**src/rtl/regfile_wb_arbiter.sv**
```systemverilog
// Shares the RegFile write port between WB (A) and the long-latency unit (B) with a pending-write
// scoreboard and hazard flag. Optional macro REGFILE_BYPASS_EN forwards the committing write to rd1/rd2.
`timescale 1ns/1ps
module regfile_wb_arbiter #(
    parameter int unsigned STARVE_LIMIT = 4,
    parameter int unsigned CNT_W        = 3
) (
    input  logic        clk_i,
    input  logic        rst_i,
    input  logic        a_valid_i,
    output logic        a_ready_o,
    input  logic [4:0]  a_addr_i,
    input  logic [31:0] a_data_i,
    input  logic        b_valid_i,
    output logic        b_ready_o,
    input  logic [4:0]  b_addr_i,
    input  logic [31:0] b_data_i,
    input  logic        rsv_valid_i,
    input  logic [4:0]  rsv_addr_i,
    input  logic [4:0]  ra1_i,
    input  logic [4:0]  ra2_i,
    output logic [31:0] rd1_o,
    output logic [31:0] rd2_o,
    output logic        hazard_o,
    output logic        rf_we_o,
    output logic [4:0]  rf_wa_o,
    output logic [31:0] rf_wd_o,
    output logic [4:0]  rf_ra1_o,
    output logic [4:0]  rf_ra2_o,
    input  logic [31:0] rf_rd1_i,
    input  logic [31:0] rf_rd2_i
);

    logic [CNT_W-1:0] starve_q, starve_d;
    logic             stg_v_q, stg_v_d;
    logic [4:0]       stg_a_q, stg_a_d;
    logic [31:0]      stg_d_q, stg_d_d;
    logic [31:0]      busy_q, busy_d;
    logic             force_b;
    logic             byp1, byp2;

    assign force_b  = (starve_q >= CNT_W'(STARVE_LIMIT));
    assign rf_ra1_o = ra1_i;
    assign rf_ra2_o = ra2_i;
    assign rf_we_o  = stg_v_q;
    assign rf_wa_o  = stg_a_q;
    assign rf_wd_o  = stg_d_q;

    // Ready is suppressed while reset is held so no request is acknowledged then.
    always_comb begin
        a_ready_o = a_valid_i && !force_b && !rst_i;
        b_ready_o = b_valid_i && (!a_valid_i || force_b) && !rst_i;
    end

    always_comb begin
        starve_d = starve_q;
        if (!b_valid_i || b_ready_o) begin
            starve_d = '0;
        end else if (starve_q != '1) begin
            starve_d = starve_q + CNT_W'(1);
        end
    end

    always_comb begin
        stg_v_d = 1'b0;
        stg_a_d = stg_a_q;
        stg_d_d = stg_d_q;
        if (a_ready_o) begin
            stg_v_d = (a_addr_i != 5'd0);
            stg_a_d = a_addr_i;
            stg_d_d = a_data_i;
        end else if (b_ready_o) begin
            stg_v_d = (b_addr_i != 5'd0);
            stg_a_d = b_addr_i;
            stg_d_d = b_data_i;
        end
    end

    // Clear first so a same-edge reservation of the committing register keeps it busy.
    always_comb begin
        busy_d = busy_q;
        if (stg_v_q) begin
            busy_d[stg_a_q] = 1'b0;
        end
        if (rsv_valid_i && rsv_addr_i != 5'd0) begin
            busy_d[rsv_addr_i] = 1'b1;
        end
        busy_d[0] = 1'b0;
    end

`ifdef REGFILE_BYPASS_EN
    always_comb begin
        byp1     = stg_v_q && (stg_a_q == ra1_i);
        byp2     = stg_v_q && (stg_a_q == ra2_i);
        rd1_o    = byp1 ? stg_d_q : rf_rd1_i;
        rd2_o    = byp2 ? stg_d_q : rf_rd2_i;
        hazard_o = (busy_q[ra1_i] && !byp1) || (busy_q[ra2_i] && !byp2);
    end
`else
    always_comb begin
        byp1     = 1'b0;
        byp2     = 1'b0;
        rd1_o    = rf_rd1_i;
        rd2_o    = rf_rd2_i;
        hazard_o = busy_q[ra1_i] || busy_q[ra2_i] || (byp1 && byp2);
    end
`endif

    always_ff @(posedge clk_i or posedge rst_i) begin
        if (rst_i) begin
            starve_q <= '0;
            stg_v_q  <= 1'b0;
            stg_a_q  <= 5'd0;
            stg_d_q  <= 32'd0;
            busy_q   <= 32'd0;
        end else begin
            starve_q <= starve_d;
            stg_v_q  <= stg_v_d;
            stg_a_q  <= stg_a_d;
            stg_d_q  <= stg_d_d;
            busy_q   <= busy_d;
        end
    end

endmodule

```
**config.mk**
```make
export PLATFORM = sky130hd
export DESIGN_NAME = regfile_wb_arbiter
export DESIGN_NICKNAME = d
export VERILOG_FILES = /design/src/rtl/regfile_wb_arbiter.sv
export SDC_FILE = /design/constraint.sdc
export NUM_CORES = 1
export LEC_CHECK = 0
export ABC_AREA = 1
export ABC_CLOCK_PERIOD_IN_PS = 3800
export CAP_MARGIN = 40
export CELL_PAD_IN_SITES_DETAIL_PLACEMENT = 0
export CELL_PAD_IN_SITES_GLOBAL_PLACEMENT = 2
export CORE_UTILIZATION = 19
export DETAILED_ROUTE_END_ITERATION = 6
export PLACE_DENSITY_LB_ADDON = 0.25
export SLEW_MARGIN = 15
export SYNTH_ARGS = -nofsm -noshare
export SYNTH_HDL_FRONTEND = slang
export SYNTH_SLANG_ARGS = --single-unit
```
**constraint.sdc**
```tcl
create_clock -name clk_i -period 3.8 [get_ports clk_i]
set_input_delay 0.57 -clock clk_i [delete_from_list [all_inputs] [get_ports clk_i]]
set_output_delay 0.57 -clock clk_i [all_outputs]
set_load 0.05 [all_outputs]
```
==> metrics, run 1 <==
status=complete, no violations; LEAKAGE=around 0.0026 uW; Filler cells=around 2500; antenna violations before repair=0; initial core utilization=0.195; detailed placer's ending HPWL=11.6 mm; Via density=4.22; post-synthesis async set-or-reset flop share=1.00; post-synthesis sequential area ratio=0.404; vias in the first global route=around 4200; Critical Path Max Stage Delay=around 0.46 ns; Max-slew headroom=0.532; Final Setup Violations=0; die area=roughly 24000 um^2; data required time of the critical path=3.23 ns; area leader, netlist=dfrtp_1; Worst Setup End Kind=output pin; Clock H-tree levels=3; Gates resized, CTS repair=0; ys flop type=dfrtp_1; most frequent cells in the layout=141 x clkdlybuf4s50_1, 108 x nand2_1, 97 x o21ai_0; Syn Nets=roughly 770; Yosys warning count=0; Antenna Nets Post-Route=0; Slew @ Worst Pin=between 0.6 and 0.7 ns; core area=roughly 23000 um^2; via count=between 4000 and 5000; PortBufs=144; worst-case clock buffer depth=2; Post-route DRC=0; largest cells by area after synthesis=dfrtp_1 40%, buf_4 13%, o21ai_0 11%; first-pass GRT wire length=between 20 and 25 mm; Setup WS pre-CTS=just under 0.9 ns; grt total ovfl=0; DRT iter0 DRCs=139; Yosys top cell area share=0.404; crit path DAT=~2.4 ns; Clock Sink Count=72; Synth Cell Area=about 4500 um^2; die height=155 um; Routed WL=15.2 mm; worst setup margin=approximately 0.86 ns; final hold violation count=0; most common library cell in the layout ignoring fill and taps=clkdlybuf4s50_1; Hold Path Class=flip-flop to flip-flop; routed wire length per instance=15.4 um; RSZ-0062 raised after global routing=no; Total Nets Final=roughly 830; WS Path Type=primary input to output pin; setup TNS=0 ns; diode count=0; largest net degree at the start of global routing=47; GRT Total Usage=0.129; syn_area_per_cell=between 7 and 8 um^2; Final Slew Violations=0; cts bufs inserted=9; register clock-pin slew on the reported worst setup and hold paths=0.06 ns; Area growth, synth to finish=34.3%; Fmax achieved=~340 MHz; EDFF count, synth=0; fraction of layout cells with a size suffix above 1=0.0487; std cell rows=between 50 and 60; Top Ports=273; startpoint types=primary input; clock root buffer=clkbuf_16; worst-case reg-to-reg path depth=8; post-synth cell types=23; Max VDD drop=about 0.15 mV; hold_buf cts=0; TritonCTS clock tree=built; Post-CTS Setup Bufs=0; crit path time final=just under 3 ns; 1st-pass router iterations=4; CP Cell Sequence=clkdlybuf4s50_1, buf_4, inv_1, or2_2, nand2_1, nand3_1, nand3_1, nand3_1, nand2_1, nand2_1, buf_4; flip-flop and latch count after synthesis=between 70 and 80; clk_skew=around 0.0074 ns; Skew-Pair Late Insertion Delay=between 0.3 and 0.4 ns; CP Max Fanout=19; Period Utilization, post-route=0.773; Die X=155 um; Power per Cell Area=around 530 nW/um^2; CP max-delay cell=clkdlybuf4s50_1; # Max-Cap Violations=0; Mapped Cells=605; hold path depth=2; GPL Wtd Cong=around 0.8
## cell type report
cell class                      instances  area, um^2  share of cell area
Sequential cell                        72        1800               0.301
Timing Repair Buffer                  150        1500               0.251
Clock buffer                           12         256              0.0428
Multi-Input combinational cell        369        1700               0.283
Clock inverter                          4        76.3              0.0127
Tap cell                              313         392              0.0653
Inverter                               70         267              0.0444
## worst paths after layout
path                             startpoint     endpoint  slack (ns)
min in group asynchronous             rst_i   rf_wa_o[2]        0.84
worst min register to register   rf_wd_o[9]   rf_wd_o[9]        0.49
worst min-delay path             rf_wd_o[9]   rf_wd_o[9]        0.49
worst max-delay path               ra1_i[0]     hazard_o        0.86
worst max register to register  starve_q[2]   rf_wa_o[3]        1.83
max in group asynchronous             rst_i  rf_wd_o[17]        2.38
## synthesized netlist by cell type (2+ instances only)
master	n
buf_2	8
buf_6	5
buf_4	80
nand3_1	74
nand2_1	108
inv_2	4
a21oi_1	4
o21ai_1	9
ha_1	2
o22ai_1	14
dfrtp_1	72
o21ai_0	97
nor2_2	2
nor2_1	51
nor4_1	2
inv_1	66
## cell families (layout without fill, tap and decap cells)
family | Yosys count | count (layout) | synth area share
XOR/XNOR | 1 | 1 | 0.00196
AO/OA/AOI/OAI | 127 | 127 | 0.148
AND/OR/NAND/NOR | 239 | 239 | 0.225
buffers and inverters | 164 | 236 | 0.216
adder cells (fa/ha/maj) | 2 | 2 | 0.00560
flip-flops | 72 | 72 | 0.404
## worst max-delay path: cells and delay by family
family	cells	cell delay (ns)
buffers and inverters	4	1.09
and+or+nand+nor	7	0.72
## flip-flops by register name, summed over array words and instances, names as in the netlist
register and cells:
rf_wa_o 5, starve_q 3, busy_q 31, rf_wd_o 32, rf_we_o 1
## where the power goes
group / switching (uW) / internal (uW)
clock network: 342 / 613
registers: 209 / 979
logic: 660 / 389
## routing by layer
metal,up-vias,global-route usage,wire length (um),part of all wire
met5,-,0,0,0
met2,182,0.209,6820,0.45
li1,2031,-,-,-
met1,1941,0.158,6820,0.45
met3,23,0.0460,1340,0.088
met4,0,0.0458,237,0.016
## per-stage QoR
stage / hold WS, ns / power [uW] / std cells / util / instance area, um^2
after floorplan: 0.471 / 1960 / 605 / - / 4470
after global placement: 0.470 / 2260 / 973 / 0.247 / 5640
after detailed placement: 0.470 / 2270 / 974 / 0.248 / 5660
after CTS: 0.489 / 3230 / 990 / 0.262 / 6000
after global routing: 0.536 / 3400 / 990 / 0.262 / 6000
final: 0.488 / 3190 / 990 / 0.262 / 6000
Power figures use the tool's default switching activity.
==> run 2: changes to the inputs <==
- ABC_CLOCK_PERIOD_IN_PS: 3800 -> 2830
- clock period: 3.8 -> 2.83 ns (I/O delays scaled with it)
==> metrics, run 2 (synthesized netlist as in run 1, its figures left out) <==
status=complete, no violations; most common library cell in the layout ignoring fill and taps=clkdlybuf4s50_1; Final Setup Violations=0; final hold violation count=0; Reg-to-Reg Start=starve_q[2]; die height=155 um; register clock-pin slew on the reported worst setup and hold paths=0.06 ns; TritonCTS clock tree=built; Die X=155 um; LEAKAGE=roughly 0.0026 uW; Max VDD drop=around 0.21 mV; clock root buffer=clkbuf_16; detailed placer's ending HPWL=11.3 mm; Post-route DRC=0; Power per Cell Area=687 nW/um^2; GRT Total Usage=0.124; Top Ports=~270; Hold Path Class=flip-flop to flip-flop; Antenna Nets Post-Route=0; diode count=0; Gates resized, CTS repair=0; first-pass GRT wire length=approximately 23 mm; Finished Layout Cells=just under 1000; via count=4098; Skew-Pair Late Insertion Delay=between 0.3 and 0.4 ns; grt total ovfl=0; Fmax achieved=415 MHz; die area=approximately 24000 um^2; CP Launch Point=ra1_i[0]; setup TNS=0 ns; PortBufs=approximately 140; reg2reg end=rf_wa_o[3]; crit path DAT=roughly 2 ns; DRT iter0 DRCs=~150; startpoint types=primary input; GPL Wtd Cong=around 0.77; 1st-pass router iterations=4; crit path time final=2.41 ns; Worst Setup End Kind=output pin; crit path capture=hazard_o; reg-to-reg setup timing slack=1.01 ns; routed wire length per instance=between 10 and 15 um; Total Nets Final=836; CP Max Fanout=14; Largest register FFs=32; Final Slew Violations=0; hold_buf cts=0; Period Utilization, post-route=0.851; WS Path Type=primary input to output pin; Max-slew headroom=0.597; Routed WL=between 10 and 15 mm; antenna violations before repair=0; placed cell count=a little under 1000; Placed Area=roughly 5700 um^2; Slew @ Worst Pin=0.603 ns; cts bufs inserted=9; clk_skew=0.00753 ns; RSZ-0062 raised after global routing=no; vias in the first global route=4286; worst-case clock buffer depth=2; initial core utilization=0.195; worst-case reg-to-reg path depth=8; most frequent cells in the layout=138 x clkdlybuf4s50_1, 108 x nand2_1, 97 x o21ai_0; Post-CTS Setup Bufs=0; std cell rows=55; Power Total=a little over 4000 uW; # Max-Cap Violations=0; core area=22800 um^2; Filler cells=about 2600; Area growth, synth to finish=34.1%; largest net degree at the start of global routing=58; data required time of the critical path=2.41 ns; fraction of layout cells with a size suffix above 1=0.0574; cell area after layout=roughly 6000 um^2; Via density=roughly 4.1; Clock H-tree levels=3; utilization after layout=0.262; Clock Sink Count=just over 70
==> run 2: cell types whose count changed in the layout (fill, tap and decap cells not counted), sizes merged <==
cell | previous run | this run
clkdlybuf4s50 | 141 | 138
bufinv | 2 | 1
buf | 9 | 16
==> run 2: power breakdown <==
part           switching [uW]  total, uW  internal (uW)
Sequential                256       1570           1320
Clock                     444       1150            702
Combinational             869       1400            528
==> run 2: critical path, stage by stage <==
cell             delay [ns]
clkdlybuf4s50_1        0.48
inv_1                  0.19
or2_2                  0.33
nand2_1                0.06
nand3_1                0.06
nand3_1                0.08
nand3_1                0.07
nand2_1                0.06
nand2_1                0.04
buf_4                  0.18
==> run 2: cell type report <==
type	count	area, um^2	area share
timing repair buffer	154	1530	0.256
tap	313	392	0.0654
clock inverter	3	42.5	0.00711
sequential	72	1800	0.301
clock buffer	12	246	0.0412
inverter	70	267	0.0445
multi-input combinational	369	1700	0.284
==> run 2: per-layer routing <==
| layer | share of wire | track usage |
|---|---|---|
| met5 | 0 | 0 |
| met4 | 0.016 | 0.0425 |
| met3 | 0.10 | 0.0543 |
| met2 | 0.43 | 0.190 |
| met1 | 0.45 | 0.154 |
==> run 2: worst min-delay path by stage <==
stage                     start     endpoint  slack (ns)  cells after the start
floorplan             busy_q[2]    busy_q[2]        0.47                      2
global placement    rf_wd_o[19]  rf_wd_o[19]        0.47                      2
detailed placement  rf_wd_o[19]  rf_wd_o[19]        0.47                      2
CTS                 rf_wd_o[11]  rf_wd_o[11]        0.49                      2
global route        rf_wd_o[11]  rf_wd_o[11]        0.50                      2
finish              rf_wd_o[11]  rf_wd_o[11]        0.49                      2
==> run 2: metrics by stage <==
stage	hold slack (ns)	setup slack [ns]
after floorplan	0.471	0.231
after global placement	0.471	0.420
after detailed placement	0.471	0.413
after CTS	0.493	0.408
after global routing	0.501	0.227
final	0.488	0.423
==> run 3: changes to the inputs <==
- SKIP_LAST_GASP: not set -> 1
==> results of run 3 <==
Final layout, timing and power as in run 2 (identical DEF).
